<file path="src/rtl/video_test_gen_pkg.sv">
// Shared types, state encoding and cell helpers for the text-mode test-pattern writer.
package video_test_gen_pkg;

  localparam int unsigned DISP_ADDR_W = 12;
  localparam int unsigned COLOR_W     = 4;

  typedef logic [DISP_ADDR_W-1:0] disp_addr_t;
  typedef logic [COLOR_W-1:0]     color_t;
  typedef logic [1:0]             test_mode_t;

  // One character cell as stored in display memory.
  typedef struct packed {
    color_t     back;
    color_t     fore;
    logic [7:0] ch;
  } disp_data_t;

  typedef enum logic [1:0] {
    TEST_WAIT  = 2'd0,
    TEST_WRITE = 2'd1,
    TEST_NEXT  = 2'd2
  } test_st;

  localparam test_mode_t TEST_MODE_MESSAGE = 2'd0;
  localparam test_mode_t TEST_MODE_FILL    = 2'd1;
  localparam test_mode_t TEST_MODE_CHARSET = 2'd2;

  // Foreground actually emitted: bumped by 5 so text never matches its background.
  function automatic color_t emit_fore(input color_t fore, input color_t back);
    return (fore == back) ? color_t'(fore + color_t'(5)) : fore;
  endfunction

  // Assemble a cell from character and the raw colour registers.
  function automatic disp_data_t make_cell(input logic [7:0] ch, input color_t fore,
                                           input color_t back);
    disp_data_t c;
    c.back = back;
    c.fore = emit_fore(fore, back);
    c.ch   = ch;
    return c;
  endfunction

endpackage

</file>
<file path="src/rtl/video_test_gen_if.sv">
// Display-memory write port with valid/ready handshake.
interface video_test_gen_if;
  import video_test_gen_pkg::*;

  logic       wr_en_o;
  logic       wr_ready_i;
  disp_addr_t wr_addr_o;
  disp_data_t wr_data_o;

  modport master (output wr_en_o, output wr_addr_o, output wr_data_o, input wr_ready_i);
  modport slave  (input wr_en_o, input wr_addr_o, input wr_data_o, output wr_ready_i);
endinterface

</file>
<file path="src/rtl/video_frame_timer.sv">
// Counts end-of-frame pulses up to FRAME_DELAY; hit stays high until cleared.
module video_frame_timer #(
  parameter int unsigned FRAME_DELAY = 300
) (
  input  logic clk,
  input  logic rst_ni,
  input  logic clear,
  input  logic enable,
  output logic hit
);

  localparam int unsigned CNT_W = $clog2(FRAME_DELAY + 1);

  logic [CNT_W-1:0] cnt;

  // Saturating frame counter with registered terminal flag.
  always_ff @(posedge clk) begin
    if (!rst_ni || clear) begin
      cnt <= '0;
      hit <= 1'b0;
    end else if (enable && !hit) begin
      cnt <= cnt + CNT_W'(1);
      hit <= (cnt == CNT_W'(FRAME_DELAY - 1));
    end
  end

endmodule

</file>
<file path="src/rtl/video_test_gen.sv">
// Periodic burst writer of message / fill / charset patterns into text display memory.
module video_test_gen
  import video_test_gen_pkg::*;
#(
  parameter int unsigned TEXT_COLS   = 80,
  parameter int unsigned TEXT_ROWS   = 30,
  parameter int unsigned FRAME_DELAY = 300,
  parameter int unsigned MESSAGE_LEN = 20,
  parameter logic [MESSAGE_LEN*8-1:0] MESSAGE = "Hello Upduino VGA!  "
) (
  input  logic             clk,
  input  logic             rst_ni,
  input  logic             enable_i,
  input  test_mode_t       mode_i,
  input  logic             eof_i,
  video_test_gen_if.master wr,
  output logic             busy_o,
  output logic             burst_done_o
);

  localparam int unsigned SCREEN_CELLS = TEXT_COLS * TEXT_ROWS;
  localparam int unsigned CHARSET_LEN  = (SCREEN_CELLS < 256) ? SCREEN_CELLS : 256;
  localparam int unsigned MAX_LEN      = (SCREEN_CELLS > MESSAGE_LEN) ? SCREEN_CELLS : MESSAGE_LEN;
  localparam int unsigned LEN_W        = $clog2(MAX_LEN + 1);
  localparam disp_addr_t  LAST_ADDR    = disp_addr_t'(SCREEN_CELLS - 1);

  test_st           state;
  test_mode_t       mode_q;
  disp_addr_t       msg_addr;
  color_t           bcolor;
  color_t           fcolor;
  logic [LEN_W-1:0] idx;
  logic [LEN_W-1:0] len;
  logic             hit;

  logic             timer_clr_c;
  logic             timer_en_c;
  test_mode_t       mode_sel_c;
  logic             accept_c;
  logic             last_c;
  logic [LEN_W-1:0] idx_nxt_c;
  color_t           fcolor_nxt_c;
  disp_addr_t       addr_nxt_c;

  // Character for write k of a burst in the given mode.
  function automatic logic [7:0] cell_char(input test_mode_t mode, input logic [LEN_W-1:0] k);
    logic [MESSAGE_LEN*8-1:0] sh;
    sh = MESSAGE >> (8 * (MESSAGE_LEN - 1 - 32'(k)));
    case (mode)
      TEST_MODE_FILL:    return 8'h20;
      TEST_MODE_CHARSET: return 8'(k);
      default:           return sh[7:0];
    endcase
  endfunction

  video_frame_timer #(
    .FRAME_DELAY (FRAME_DELAY)
  ) u_frame_timer (
    .clk    (clk),
    .rst_ni (rst_ni),
    .clear  (timer_clr_c),
    .enable (timer_en_c),
    .hit    (hit)
  );

  // Frame gating, mode decode, handshake and next-write values.
  always_comb begin
    timer_en_c   = (state == TEST_WAIT) && enable_i && eof_i;
    timer_clr_c  = (state != TEST_WAIT) || !enable_i || hit;
    mode_sel_c   = ((mode_i == TEST_MODE_FILL) || (mode_i == TEST_MODE_CHARSET))
                   ? mode_i : TEST_MODE_MESSAGE;
    accept_c     = wr.wr_en_o && wr.wr_ready_i;
    last_c       = (idx == len - LEN_W'(1));
    idx_nxt_c    = idx + LEN_W'(1);
    fcolor_nxt_c = (mode_q == TEST_MODE_MESSAGE) ? color_t'(fcolor + color_t'(1)) : fcolor;
    addr_nxt_c   = (wr.wr_addr_o == LAST_ADDR) ? '0 : disp_addr_t'(wr.wr_addr_o + disp_addr_t'(1));
  end

  // Burst state machine with registered write port and status outputs.
  always_ff @(posedge clk) begin
    if (!rst_ni) begin
      state        <= TEST_WAIT;
      mode_q       <= TEST_MODE_MESSAGE;
      msg_addr     <= '0;
      bcolor       <= '0;
      fcolor       <= color_t'(1);
      idx          <= '0;
      len          <= '0;
      wr.wr_en_o   <= 1'b0;
      wr.wr_addr_o <= '0;
      wr.wr_data_o <= '0;
      busy_o       <= 1'b0;
      burst_done_o <= 1'b0;
    end else begin
      burst_done_o <= 1'b0;
      unique case (state)
        TEST_WAIT: begin
          if (enable_i && hit) begin
            state        <= TEST_WRITE;
            mode_q       <= mode_sel_c;
            idx          <= '0;
            wr.wr_en_o   <= 1'b1;
            busy_o       <= 1'b1;
            wr.wr_data_o <= make_cell(cell_char(mode_sel_c, LEN_W'(0)), fcolor, bcolor);
            if (mode_sel_c == TEST_MODE_FILL) begin
              len          <= LEN_W'(SCREEN_CELLS);
              wr.wr_addr_o <= '0;
            end else if (mode_sel_c == TEST_MODE_CHARSET) begin
              len          <= LEN_W'(CHARSET_LEN);
              wr.wr_addr_o <= '0;
            end else begin
              len          <= LEN_W'(MESSAGE_LEN);
              wr.wr_addr_o <= msg_addr;
            end
          end
        end
        TEST_WRITE: begin
          if (accept_c) begin
            wr.wr_addr_o <= addr_nxt_c;
            fcolor       <= fcolor_nxt_c;
            if (last_c) begin
              state        <= TEST_NEXT;
              wr.wr_en_o   <= 1'b0;
              busy_o       <= 1'b0;
              burst_done_o <= 1'b1;
            end else begin
              idx          <= idx_nxt_c;
              wr.wr_data_o <= make_cell(cell_char(mode_q, idx_nxt_c), fcolor_nxt_c, bcolor);
            end
          end
        end
        TEST_NEXT: begin
          bcolor <= color_t'(bcolor + color_t'(1));
          fcolor <= color_t'(bcolor + color_t'(2));
          if (mode_q == TEST_MODE_MESSAGE) begin
            msg_addr <= wr.wr_addr_o;
          end
          state <= TEST_WAIT;
        end
        default: state <= TEST_WAIT;
      endcase
    end
  end

endmodule

</file>
<file path="src/flat_wrapper.sv">
// flat-port wrapper written by rule: the top's interface ports become plain ports
module video_test_gen_flat import video_test_gen_pkg::*;
#(
  parameter int unsigned TEXT_COLS   = 80,
  parameter int unsigned TEXT_ROWS   = 30,
  parameter int unsigned FRAME_DELAY = 300,
  parameter int unsigned MESSAGE_LEN = 20,
  parameter logic [MESSAGE_LEN*8-1:0] MESSAGE = "                    "
)
  (clk, rst_ni, enable_i, mode_i, eof_i, busy_o, burst_done_o, wr_wr_en_o, wr_wr_addr_o, wr_wr_data_o, wr_wr_ready_i);
  video_test_gen_if wr_i ();
  input  logic clk;
  input  logic rst_ni;
  input  logic enable_i;
  input  test_mode_t mode_i;
  input  logic eof_i;
  output logic busy_o;
  output logic burst_done_o;
  output wire logic [$bits(wr_i.wr_en_o)-1:0] wr_wr_en_o;
  output wire logic [$bits(wr_i.wr_addr_o)-1:0] wr_wr_addr_o;
  output wire logic [$bits(wr_i.wr_data_o)-1:0] wr_wr_data_o;
  input wire logic [$bits(wr_i.wr_ready_i)-1:0] wr_wr_ready_i;
  assign wr_wr_en_o = wr_i.wr_en_o;
  assign wr_wr_addr_o = wr_i.wr_addr_o;
  assign wr_wr_data_o = wr_i.wr_data_o;
  assign wr_i.wr_ready_i = wr_wr_ready_i;
  video_test_gen #(.TEXT_COLS(TEXT_COLS), .TEXT_ROWS(TEXT_ROWS), .FRAME_DELAY(FRAME_DELAY), .MESSAGE_LEN(MESSAGE_LEN), .MESSAGE(MESSAGE)) u_core (.clk(clk), .rst_ni(rst_ni), .enable_i(enable_i), .mode_i(mode_i), .eof_i(eof_i), .wr(wr_i), .busy_o(busy_o), .burst_done_o(burst_done_o));
endmodule
</file>
<file path="config.mk">
export PLATFORM = sky130hd
export DESIGN_NAME = video_test_gen_flat
export DESIGN_NICKNAME = d
export VERILOG_FILES = /design/src/rtl/video_test_gen_pkg.sv /design/src/rtl/video_test_gen_if.sv /design/src/rtl/video_frame_timer.sv /design/src/rtl/video_test_gen.sv /design/src/flat_wrapper.sv
export SDC_FILE = /design/constraint.sdc
export NUM_CORES = 1
export LEC_CHECK = 0
export ABC_AREA = 1
export BUFFER_PORTS_ARGS = -buffer_cell sky130_fd_sc_hd__buf_2
export CAP_MARGIN = 20
export CORE_ASPECT_RATIO = 0.75
export CORE_MARGIN = 3
export CORE_UTILIZATION = 54
export DETAILED_ROUTE_END_ITERATION = 7
export PLACE_DENSITY = 0.88
export SLEW_MARGIN = 30
export SYNTH_ARGS = -nofsm -noshare
export SYNTH_HDL_FRONTEND = slang
export SYNTH_SLANG_ARGS = --single-unit
</file>
<file path="constraint.sdc">
create_clock -name clk -period 1.9 [get_ports clk]
set_input_delay 0.285 -clock clk [delete_from_list [all_inputs] [get_ports clk]]
set_output_delay 0.285 -clock clk [all_outputs]
set_load 0.02 [all_outputs]
</file>
Word-level counts from Yosys, hierarchy flattened
Cells that the tools add are included.
Storage, ports and cells
  output and inout port bits: 31
  register bits after elaboration: 88
Operators by class
  shift operators: 1
  multiplexer cells: 33
  eq/ne operators: 17
  reduce and logical (&&, ||, !) cells: 25
  add/subtract/negate cells: 10
Operators with widths (number)
  right shift 158 x 32 -> 8 bit, first input constant: 1
  two-way mux 12 bit: 9
  two-way mux 16 bit: 3
  case mux 12 bit (2 select lines): 2
  case mux 16 bit (2 select lines): 1
  adder 12 x 1 -> 12 bit, second input constant: 2
  two-way mux 4 bit: 4
  case mux 8 bit (2 select lines): 1
  subtractor 5 x 12 -> 13 bit, first input constant: 1
  equality test 12 bit: 1
  equality test 12 bit, second input constant: 1
  subtractor 12 x 1 -> 12 bit, second input constant: 1
  adder 9 x 1 -> 9 bit, second input constant: 1
  equality test 9 bit, second input constant: 1
  two-way mux 9 bit: 1
  AND reduction 3 bit: 3
  adder 4 x 1 -> 4 bit, second input constant: 2
  adder 4 x 3 -> 4 bit, second input constant: 2
  equality test 2 x 1 -> 1 bit, second input constant: 4
  equality test 2 bit, second input constant: 4
  equality test 4 bit: 2
  two-way mux 2 bit: 4
  case mux 4 bit (2 select lines): 1
  AND reduction 4 bit: 2
  other kinds (13): 32

Longest topological paths before layout
Gate-level depths: netlist (run 1).
  depth after elaboration: 8
  gate-level depth with buffers: 15

Cells and area by module
A second synthesis (run 1) with hierarchy kept.
Unflattened totals
  cell total of the unflattened synthesis: 696
  area total of the unflattened synthesis: 4589.4 um^2
By module, submodules not included
  video_test_gen: instances 1, cells each 620, area an instance 4083.9 um^2
  video_frame_timer: instances 1, cells each 76, area an instance 505.5 um^2

Worst setup path after synthesis (run 1)
No wires, ideal clock.
  path kind: register to register
  from: register u_core.mode_q[0]
  to: register, netlist name u_core.wr.wr_data_o[6]
  data required time: 1.768 ns
  setup slack: -0.107 ns
  path buffers: 1
  period minus slack after synthesis: 2.007 ns
  arrival time: 1.875 ns
  stages on the path, launching flop included: 13
  setup time: 0.132 ns
  path through: dfxtp_1 inv_1 ha_1 ha_1 xor2_1 nand3_1 nor2_2 nand3_2 nand2_2 inv_2 buf_2 nand3_1 a21oi_1
On the way
  longest elaborated chain between the ends: 5
  elaborated cells between the ends (all ways): 6
Ends and longest elaborated chain
  from (decl): line video_test_gen.sv:28  | test_mode_t mode_q;
  from (signal assigned): line video_test_gen.sv:100  | mode_q <= mode_sel_c;
  equality test 2 bit or equality test 2 x 1 -> 1 bit (tied branches): line video_test_gen.sv:49  | case (mode)
  case mux 8 bit (2 select lines) *: line video_test_gen.sv:49
  two-way mux 16 bit *: line video_test_gen.sv:121  | if (last_c) begin
  two-way mux 16 bit *: line video_test_gen.sv:118  | if (accept_c) begin
  case mux 16 bit (2 select lines) *: line video_test_gen.sv:96  | unique case (state)
Mark *: on every way between the ends. The rest lies on a longest branch, timed or not. The select of a mux whose other input is x is not followed.
A chain may end at the register's enable or synchronous reset.

==> summary.txt, run 1 <==
Drt
  • DRC Markers: 0
  • WL/cell: approximately 16 microns
  • TritonRoute pass-1 iters: 6
  • Routed via count: ~5k
  • Final wirelength: approximately 14 mm
  • Post-route ant nets: 0
  • Starting DRT DRC Count: ~650
  • Via/cell ratio: around 5.8

Finish
  • Share of cells above drive strength 1: a little over 20%
  • Final Core Density: 70.8%
  • P&R area growth vs syn: 22.2%
  • ANT cells: 0
  • Fin area: ~5400 sq um
  • Most common cell after layout, fill and taps aside: nand2_1
  • Finished Layout Cells: between 800 and 900
  • Commonest non-fill, non-tap cells in the layout: nand2_1 (164), inv_1 (78), dfxtp_1 (75)
  • Nets: 764

Global routing
  • GRT Util Overall: between 20% and 30%
  • Global route overflow: 0
  • First-pass GRT wire length: just over 20 mm
  • Vias in the first global route: roughly 4.4k
  • Antenna violations before repair: 0
  • Largest net degree at the start of global routing: 28

Min path
  • Hold-critical path depth: 3
  • HP Class: in2reg
  • Hold Crit Start: eof_i
  • Worst Hold End: u_core.u_frame_timer.cnt[1]$_SDFFE_PP0P_

CTS
  • Clock Sinks: between 70 and 80
  • TritonCTS clock tree: yes
  • CTS H-Tree Depth: 3
  • Clk pin slew, worst setup/hold paths: around 0.080 ns
  • Clock Path Buffers: 2
  • CTS buffer count: 9
  • Post-CTS Hold Fix Bufs: 0
  • Root buffer cell: clkbuf_8
  • Worst-Skew Late Latency: roughly 0.37 ns

Setup path
  • Startpoint types: register
  • Most used cell, CP: ha_4
  • R2R Path End: u_core.idx[8]$_SDFFE_PN0P_
  • Top cell family by delay on the critical path: simple AND/OR/NAND/NOR gates
  • Critical path's slowest cell: dfxtp_2
  • Max incr delay on CP: about 0.36 ns
  • Setup CP Type: reg2reg
  • Crit-path cells: inv_4 -> ha_4 -> ha_4 -> xor2_2 -> nand3_1 -> nor2_2 -> nand4_1 -> nand2_2 -> buf_4 -> clkbuf_16 -> nand2_1 -> a21oi_1
  • RR Startpoint: u_core.mode_q[0]$_SDFFE_PN0P_
  • Crit. End Element: register
  • Buf/Inv on CP: 3
  • Maximum fanout along the worst path: 5
  • R2R depth: 12
  • Reg2Reg Setup Slack: -0.27 ns
  • Req. time, crit path: around 2.2 ns
  • CP Data Arrival Time: ~2.5 ns

STA
  • Clk_skew: 0.00605 ns
  • Hold Vio Cnt, Final: 0
  • Pins Over Slew Limit: 0
  • RSZ-0062 raised after global routing: true
  • Slew @ Worst Pin: a little under 0.5 ns
  • Sum Neg Setup Slack: -5.41 ns
  • Tcrit/Tclk final: 114%
  • Worst hold slack: 0.206 ns
  • F_max: between 400 and 500 MHz
  • Max-slew headroom at the worst pin: 66.9%
  • Setup Viol. Count Final: 31
  • Tmin final: ~2.2 ns
  • Setup ws final: -0.268 ns

Placed design
  • Port Buffers: 37
  • Post-Place Cells: approximately 820
  • Post-DP HPWL: around 8.4 mm
  • Post-Place Cell Area: 4870 sq um
  • Gpl congestion: roughly 0.96
  • Setup WS pre-CTS: -0.0468 ns

Flow run
  • # Max-Cap Violations: 0

Power
  • Pwr per Cell Area: roughly 560 nW/um^2
  • Max VDD drop: around 470 uV
  • Pwr Total: between 3 and 4 mW
  • P_leak: 2.28 nW

Status
  • Failing checks: negative setup slack
  • Status: complete, but fails checks

Die
  • DIE AREA: approximately 9400 sq um
  • Core Area: 7670 sq um
  • Row count: 27
  • I/O pin cnt: 38
  • Initial core utilization: between 50% and 60%
  • Die height: about 85 microns
  • Die Span X: ~110 microns

Synthesis
  • Syn_nets: ~700
  • Syn Inst Count: 674
  • Synth area leader: dfxtp_1
  • Seq/Total Area, Yosys: about a third
  • Synth area leaders: dfxtp_1 (35%), nand2_1 (15%), inv_1 (6.8%), nand3_1 (6.6%), a21oi_1 (6.4%)
  • Synth unique cells: 34
  • Number of synthesized register bits: between 70 and 80
  • Yosys warns: 0
  • Mapped cell area: around 4400 sq um
  • Synth top area share: 35.1%
  • Synthesized area per cell: between 6 and 7 sq um
==> per-layer routing <==
layer | wire (microns) | vias to the layer above | GRT usage [%] | share of wire [%]
met5 | 0 | - | 0 | 0
met4 | 459 | 0 | 8.61 | 3.4
met3 | 1670 | 53 | 8.29 | 12
met2 | 6090 | 348 | 41.6 | 45
met1 | 5420 | 2201 | 35.7 | 40
li1 | - | 2308 | - | -
==> worst min-delay path, stage by stage <==
cell	delay, ns
buf_2	0.11
o21ai_0	0.07
nor2_1	0.07
==> sequential cells by signal, indices dropped and copies added (netlist names) <==
signal and count:
u_core.bcolor 4, u_core.burst_done_o 1, u_core.busy_o 1, u_core.fcolor 4, u_core.idx 12, u_core.len 2
u_core.mode_q 2, u_core.msg_addr 12, u_core.state 2, u_core.u_frame_timer.cnt 9, u_core.u_frame_timer.hit 1, u_core.wr.wr_addr_o 12
u_core.wr.wr_data_o 16
==> cells by family after synthesis <==
family / count (synthesis) / synth area share, %
fa+ha+maj: 17 / 4.78
simple gates: 329 / 31.4
flops: 78 / 35.1
compound gates: 117 / 13.9
buf+inv: 110 / 10.2
xor+xnor: 23 / 4.53
==> cell type report <==
cell class	count	area (sq um)
clock buffer	12	155
clock inverter	4	53.8
fill	566	2240
inverter	86	329
multi-input combinational	486	2630
sequential	78	1570
tap	101	126
timing repair buffer	79	573
==> timing repair <==
item	4_1_cts	5_1_grt
pin swaps	4	18
setup buffers	8	6
hold endpoints to repair	0	0
cloned	2	1
endpoints found under the setup margin	28	35
resized for setup	15	40
==> cell usage after synthesis (all sizes together) <==
| cell | instances |
|---|---|
| a211oi | 1 |
| a21oi | 57 |
| a22o | 1 |
| a31oi | 12 |
| buf | 13 |
| clkbuf | 11 |
| clkinv | 1 |
| dfxtp | 78 |
| ha | 17 |
| inv | 85 |
| nand2 | 175 |
| nand3 | 61 |
| nand3b | 1 |
| nand4 | 7 |
| nor2 | 72 |
| nor3 | 10 |
| nor4 | 2 |
| o211ai | 3 |
| o21ai | 42 |
| o22ai | 1 |
| or2 | 1 |
| xnor2 | 4 |
| xor2 | 19 |
==> power breakdown <==
part           internal [mW]  total (mW)  switching (mW)
registers               1.63        1.64         0.00187
clock network          0.684        1.32           0.641
logic                 0.0239      0.0814          0.0575
total                   2.34        3.04           0.701
==> worst max path at each step <==
stage | start | end | slack [ns] | cells after the start
final | u_core.mode_q[0]$_SDFFE_PN0P_ | u_core.idx[8]$_SDFFE_PN0P_ | -0.27 | 12
after global routing | u_core.mode_q[0]$_SDFFE_PN0P_ | u_core.wr.wr_data_o[2]$_SDFFE_PN0P_ | -0.32 | 12
after CTS | u_core.mode_q[0]$_SDFFE_PN0P_ | u_core.idx[8]$_SDFFE_PN0P_ | -0.05 | 12
after detailed placement | u_core.mode_q[0]$_SDFFE_PN0P_ | u_core.idx[8]$_SDFFE_PN0P_ | -0.05 | 11
after global placement | u_core.mode_q[0]$_SDFFE_PN0P_ | u_core.wr.wr_data_o[8]$_SDFFE_PN0P_ | 0.03 | 12
after floorplan | u_core.len[4]$_SDFFE_PN0P_ | u_core.wr.wr_data_o[6]$_SDFFE_PN0P_ | 0.03 | 12
Note: power is estimated with default switching activity, not from simulation.
==> run 2, diff against run 1 <==
RECOVER_POWER = 25   (was default)
==> run 2 against run 1 <==
  * The flow still finishes with violations (negative setup slack)
  * Maximum frequency rose by 0.14%
  * Sequential share of layout area is 0.10 points higher
  * Register-to-register slack hardly changed
  * Cell area fell by 0.35%
  * Largest cell class unchanged
  * Combinational power about the same
  * Hold slack improved by 0.0017 ns
  * Clock skew about the same
  * Critical path depth is the same
  * First-iteration DRC count is 0.31% lower
  * Routed wire length is 0.51% lower
  * Global-route usage is the same
  * Cell count unchanged
  * Largest power group unchanged
==> summary.txt, run 2 (synthesis results as in run 1) <==
Status
  • Status: complete, but fails checks
  • Failing checks: negative setup slack

Die
  • I/O pin cnt: 38 (unchanged)
  • Die Span X: 111 microns (unchanged)
  • Die height: 84.6 microns (unchanged)
  • Row count: 27 (unchanged)
  • Core Area: 7670 sq um (unchanged)
  • Initial core utilization: 58.0% (unchanged)
  • DIE AREA: 9370 sq um (unchanged)

STA
  • Slew @ Worst Pin: 0.500 ns (+0.00547 ns)
  • Tcrit/Tclk final: 114% (-0.16 points)
  • Setup Viol. Count Final: 30 (-3.2%)
  • RSZ-0062 raised after global routing: true
  • Tmin final: 2.17 ns (-0.00303 ns)
  • F_max: 462 MHz (+0.14%)
  • Clk_skew: 0.00632 ns (+0.000269 ns)
  • Pins Over Slew Limit: 0 (unchanged)
  • Hold Vio Cnt, Final: 0 (unchanged)
  • Setup ws final: -0.265 ns (+0.00303 ns)
  • Sum Neg Setup Slack: -5.33 ns (+0.0760 ns)
  • Max-slew headroom at the worst pin: 66.6% (-0.37 points)

Global routing
  • Largest net degree at the start of global routing: 28 (unchanged)
  • First-pass GRT wire length: 20.7 mm (unchanged)
  • Vias in the first global route: 4396 (unchanged)
  • GRT Util Overall: 26.8% (unchanged)
  • Global route overflow: 0 (unchanged)
  • Antenna violations before repair: 0 (unchanged)

Setup path
  • Maximum fanout along the worst path: 5 (unchanged)
  • Startpoint types: register
  • Setup CP Type: reg2reg
  • CP Data Arrival Time: 2.46 ns (about the same)
  • Reg2Reg Setup Slack: -0.27 ns (about the same)
  • CP Capture Point: u_core.idx[8]$_SDFFE_PN0P_
  • Req. time, crit path: 2.20 ns (about the same)
  • R2R depth: 12 (unchanged)
  • RR Startpoint: u_core.mode_q[0]$_SDFFE_PN0P_
  • CP Launch Point: u_core.mode_q[0]$_SDFFE_PN0P_
  • Crit. End Element: register
  • R2R Path End: u_core.idx[8]$_SDFFE_PN0P_

CTS
  • Root buffer cell: clkbuf_8
  • Post-CTS Hold Fix Bufs: 0 (unchanged)
  • CTS buffer count: 9 (unchanged)
  • Clock Path Buffers: 2 (unchanged)
  • Clk pin slew, worst setup/hold paths: 0.08 ns (about the same)
  • Clock Sinks: 78 (unchanged)
  • Worst-Skew Late Latency: 0.37 ns (about the same)
  • TritonCTS clock tree: yes
  • CTS H-Tree Depth: 3 (unchanged)

Power
  • Max VDD drop: 470 uV (-0.65%)
  • Flop pwr share: 53.9% (about the same)
  • Net load switching power: 0.696 mW (-0.71%)
  • Sw Ratio: 22.9% (-0.13 points)
  • P_leak: 2.22 nW (-2.6%)
  • Combinational Power Share: 2.7% (about the same)
  • Clk pwr share: 43.4% (about the same)
  • Internal Pwr Total: 2.34 mW (about the same)
  • Pwr per Cell Area: 561 nW/um^2 (+0.18%)

Placed design
  • Port Buffers: 37 (unchanged)
  • Post-Place Cell Area: 4870 sq um (unchanged)
  • Setup WS pre-CTS: -0.0468 ns (unchanged)
  • Gpl congestion: 0.957 (unchanged)
  • Post-Place Cells: 818 (unchanged)
  • Post-DP HPWL: 8.44 mm (unchanged)

Min path
  • Hold Crit Start: eof_i
  • HP Class: in2reg

Drt
  • WL/cell: 16.0 microns (-0.51%)
  • DRC Markers: 0 (unchanged)
  • Routed via count: 4891 (-0.39%)
  • Post-route ant nets: 0 (unchanged)
  • Final wirelength: 13.6 mm (-0.51%)
  • Via/cell ratio: 5.78 (-0.39%)
  • Starting DRT DRC Count: 646 (-0.31%)
  • TritonRoute pass-1 iters: 6 (unchanged)

Flow run
  • # Max-Cap Violations: 0 (unchanged)

Finish
  • ANT cells: 0 (unchanged)
  • Share of cells above drive strength 1: 18.5% (-1.7 points)
  • Most common cell after layout, fill and taps aside: nand2_1
  • Biggest register: u_core.wr.wr_data_o
  • P&R area growth vs syn: 21.8%
  • Commonest non-fill, non-tap cells in the layout: nand2_1 (164), inv_1 (78), dfxtp_1 (75)
  • Finished Layout Cells: 846 (unchanged)
  • Nets: 764 (unchanged)
  • Number of flip-flops under the largest register name: 16 (unchanged)
  • Final Core Density: 70.6% (-0.24 points)
  • Fin area: 5410 sq um (-0.35%)
==> run 2: worst max-delay path, cell delays in order, from the launching register on <==
cell,delay (ns)
dfxtp_2,0.36
inv_4,0.06
ha_4,0.17
ha_4,0.29
xor2_2,0.17
nand3_1,0.10
nor2_2,0.15
nand4_1,0.16
nand2_2,0.15
buf_4,0.15
clkbuf_16,0.14
nand2_1,0.05
a21oi_1,0.13
==> run 2: power groups by stage <==
stage	Sequential (mW)	Clock (mW)	Combinational, mW
CTS	1.64	1.33	0.0739
global route	1.64	1.40	0.0871
detailed placement	1.68	0	0.0738
floorplan	1.68	0	0.0453
finish	1.64	1.32	0.0813
global placement	1.68	0	0.0720
==> run 2: timing repair <==
| action | CTS | global route |
|---|---|---|
| setup endpoints to repair | 28 | 35 |
| pin swaps | 4 | 18 |
| gates resized for setup | 15 | 40 |
| gates cloned | 2 | 1 |
| buffers inserted | 8 | 6 |
==> run 2: through the flow <==
step | hold slack (ns) | power (mW)
finish | 0.208 | 3.04
global route | 0.228 | 3.13
CTS | 0.196 | 3.04
detailed placement | 0.453 | 1.75
global placement | 0.448 | 1.75
floorplan | 0.432 | 1.72
==> run 2: cell type report <==
class	count	area (sq um)
inverter	86	329
tap	101	126
clock inverter	4	53.8
fill	571	2260
clock buffer	12	155
multi-input combinational	486	2630
timing repair buffer	79	554
sequential	78	1570
==> run 2: routing by layer <==
layer	part of all wire (%)	GRT usage [%]
met1	40	35.7
met2	44	41.6
met3	12	8.29
met4	3.8	8.61
met5	0	0
==> run 2: worst min-delay path by stage <==
stage / end / slack [ns] / depth (start not counted)
floorplan: u_core.bcolor[0]$_SDFFE_PN0P_ / 0.43 / 2
CTS: u_core.u_frame_timer.cnt[1]$_SDFFE_PP0P_ / 0.20 / 3
finish: u_core.u_frame_timer.cnt[1]$_SDFFE_PP0P_ / 0.21 / 3
global placement: u_core.msg_addr[2]$_SDFFE_PN0P_ / 0.45 / 2
detailed placement: u_core.wr.wr_data_o[3]$_SDFFE_PN0P_ / 0.45 / 2
global route: u_core.u_frame_timer.cnt[0]$_SDFFE_PP0P_ / 0.23 / 3
==> run 3, diff against run 2 <==
--- a/config.mk
+++ b/config.mk
@@ -15,5 +15,5 @@
 export PLACE_DENSITY = 0.88
 export RECOVER_POWER = 25
-export SLEW_MARGIN = 30
+export SLEW_MARGIN = 25
 export SYNTH_ARGS = -nofsm -noshare
 export SYNTH_HDL_FRONTEND = slang
==> constraint.sdc (replaced) <==
create_clock -name clk -period 1.9 [get_ports clk]
set_input_delay 0.19 -clock clk [delete_from_list [all_inputs] [get_ports clk]]
set_output_delay 0.19 -clock clk [all_outputs]
set_load 0.02 [all_outputs]
==> run 3 against run 2 <==
  * The flow still finishes with violations (negative setup slack)
  * Utilization shrank 3.6 points
  * Global-route usage down 1.6 points
  * Maximum frequency grew 9.2%
  * Cell count down 1.2%
  * Clock power down 14%
  * Via count fell by 4.2%
  * Count of clock-buffer cells in the layout is 1 lower
  * Total power fell by 6.1%
  * Non-clock buffer count is 10 lower
  * Worst setup slack improved by 0.18 ns
  * Clock skew grew 0.0049 ns
  * Largest power group unchanged
  * Highest routed layer unchanged
==> summary.txt, run 3 (synthesis results as in run 1) <==
Power
  • Pwr per Cell Area: 555 nW/um^2 (-1.1%)
  • Internal Pwr Total: 2.17 mW (-7.5%)
  • Net load switching power: 0.685 mW (-1.5%)
  • Flop pwr share: 57.4% (+3.5 points)
  • Clk pwr share: 39.9% (-3.5 points)
  • P_leak: 2.09 nW (-5.6%)
  • Max VDD drop: 452 uV (-3.9%)
  • Sw Ratio: 24.0% (+1.1 points)
  • Combinational Power Share: 2.7% (about the same)

STA
  • Hold Vio Cnt, Final: 0 (unchanged)
  • Max-slew headroom at the worst pin: 68.5% (+1.9 points)
  • Setup Viol. Count Final: 25 (-17%)
  • Setup ws final: -0.0835 ns (+0.182 ns)
  • Tcrit/Tclk final: 104% (-9.6 points)
  • Tmin final: 1.98 ns (-0.182 ns)
  • Clk_skew: 0.0112 ns (+0.00487 ns)
  • RSZ-0062 raised after global routing: true
  • Worst hold slack: 0.149 ns (-0.0589 ns)
  • F_max: 504 MHz (+9.2%)
  • Sum Neg Setup Slack: -0.668 ns (+4.67 ns)
  • Slew @ Worst Pin: 0.472 ns (-0.0286 ns)
  • Pins Over Slew Limit: 0 (unchanged)

CTS
  • Post-CTS Hold Fix Bufs: 0 (unchanged)
  • CTS H-Tree Depth: 3 (unchanged)
  • Clk pin slew, worst setup/hold paths: 0.08 ns (about the same)
  • Root buffer cell: clkbuf_8
  • TritonCTS clock tree: yes
  • Clock Sinks: 78 (unchanged)
  • CTS buffer count: 9 (unchanged)
  • Worst-Skew Late Latency: 0.36 ns (about the same)
  • Clock Path Buffers: 2 (unchanged)

Drt
  • Via/cell ratio: 5.60 (-3.1%)
  • WL/cell: 14.3 microns (-11%)
  • DRC Markers: 0 (unchanged)
  • Final wirelength: 11.9 mm (-12%)
  • Post-route ant nets: 0 (unchanged)
  • TritonRoute pass-1 iters: 8 (+2)
  • Routed via count: 4684 (-4.2%)
  • Starting DRT DRC Count: 444 (-31%)

Finish
  • Number of flip-flops under the largest register name: 16 (unchanged)
  • Biggest register: u_core.wr.wr_data_o
  • Most common cell after layout, fill and taps aside: nand2_1
  • Commonest non-fill, non-tap cells in the layout: nand2_1 (168), inv_1 (79), dfxtp_1 (76)
  • Nets: 754 (-1.3%)
  • ANT cells: 0 (unchanged)
  • P&R area growth vs syn: 15.6%
  • Share of cells above drive strength 1: 14.6% (-4.0 points)
  • Fin area: 5140 sq um (-5.1%)

Global routing
  • GRT Util Overall: 25.2% (-1.6 points)
  • Global route overflow: 0 (unchanged)
  • Antenna violations before repair: 0 (unchanged)
  • Largest net degree at the start of global routing: 32 (+14%)
  • First-pass GRT wire length: 19.6 mm (-5.4%)
  • Vias in the first global route: 4229 (-3.8%)

Setup path
  • Startpoint types: register
  • Maximum fanout along the worst path: 6 (+1)
  • Max incr delay on CP: 0.41 ns (+0.05 ns)
  • Setup CP Type: reg2reg
  • CP Data Arrival Time: 2.25 ns (-0.21 ns)
  • Top cell family by delay on the critical path: simple AND/OR/NAND/NOR gates
  • Req. time, crit path: 2.16 ns (-0.04 ns)
  • Most used cell, CP: nand2_1
  • Crit-path cells: ha_1 -> nand2_1 -> buf_4 -> nor3_1 -> xor2_1 -> nor2_1 -> nand3_1 -> nand2_1 -> nand2_1 -> a21oi_1
  • Critical path's slowest cell: dfxtp_1
  • Crit. End Element: register
  • Buf/Inv on CP: 1 (-2)

Die
  • Initial core utilization: 58.0% (unchanged)
  • Core Area: 7670 sq um (unchanged)
  • Die Span X: 111 microns (unchanged)
  • I/O pin cnt: 38 (unchanged)
  • Die height: 84.6 microns (unchanged)
  • DIE AREA: 9370 sq um (unchanged)
  • Row count: 27 (unchanged)

Placed design
  • Post-DP HPWL: 8.32 mm (-1.4%)
  • Gpl congestion: 0.940 (-1.8%)
  • Setup WS pre-CTS: -0.0686 ns (-0.0218 ns)
  • Port Buffers: 37 (unchanged)
  • Post-Place Cell Area: 4850 sq um (-0.31%)

Status
  • Failing checks: negative setup slack
  • Status: complete, but fails checks

Flow run
  • # Max-Cap Violations: 0 (unchanged)

Min path
  • HP Class: in2reg
-- run 3: cell types whose count changed in the layout (fill, tap and decap cells not counted), sizes merged --
cell,before,now
buf,64,51
clkbuf,27,29
clkinv,1,2
bufinv,1,0
inv,86,87
-- run 3: final cells by class --
class,instances,area (sq um)
repair buffers,69,417
fillers,664,2530
well taps,101,126
clock inverters,5,33.8
clock buffers,11,141
multi-input cells,486,2530
flip-flops and latches,78,1560
inverters,86,328
-- run 3: tightest hold or removal path, cell delays in order --
cell and delay, ns:
buf_2 0.12, o21ai_0 0.08, nor2_1 0.09
-- run 3: layer usage --
layer	global-route usage [%]	share of wire (%)	vias up
met5	0	0	-
met4	7.05	2.3	0
met3	7.56	9.5	43
met2	39.9	45	235
met1	33.5	43	2119
li1	-	-	2287
-- run 3: power groups by stage --
stage,combinational (mW),clock (mW),sequential [mW]
3_3_place_gp,0.0702,0,1.68
6_report,0.0772,1.14,1.64
5_1_grt,0.0836,1.24,1.64
2_1_floorplan,0.0453,0,1.68
3_5_place_dp,0.0729,0,1.68
4_1_cts,0.0726,1.16,1.64
-- run 3: final timing paths --
path	startpoint	endpoint	slack, ns	cells after the start
min	eof_i	u_core.u_frame_timer.cnt[1]$_SDFFE_PP0P_	0.15	3
max reg2reg	u_core.idx[0]$_SDFFE_PN0P_	u_core.wr.wr_data_o[5]$_SDFFE_PN0P_	-0.08	10
min reg2reg	u_core.msg_addr[3]$_SDFFE_PN0P_	u_core.msg_addr[3]$_SDFFE_PN0P_	0.46	2
max	u_core.idx[0]$_SDFFE_PN0P_	u_core.wr.wr_data_o[5]$_SDFFE_PN0P_	-0.08	10
-- run 3: metrics by stage --
stage / std cells / util, % / power [mW]
floorplan: 674 / - / 1.72
global placement: 816 / 63.3 / 1.75
detailed placement: 816 / 63.3 / 1.75
CTS: 835 / 66.2 / 2.87
global route: 836 / 67.0 / 2.96
finish: 836 / 67.0 / 2.85
-- run 3: repair_timing --
item                       CTS  global route
gates cloned                 1             0
setup endpoints to repair   28            33
pin swaps                    9             3
setup buffers                2             1
resized for setup            6            22
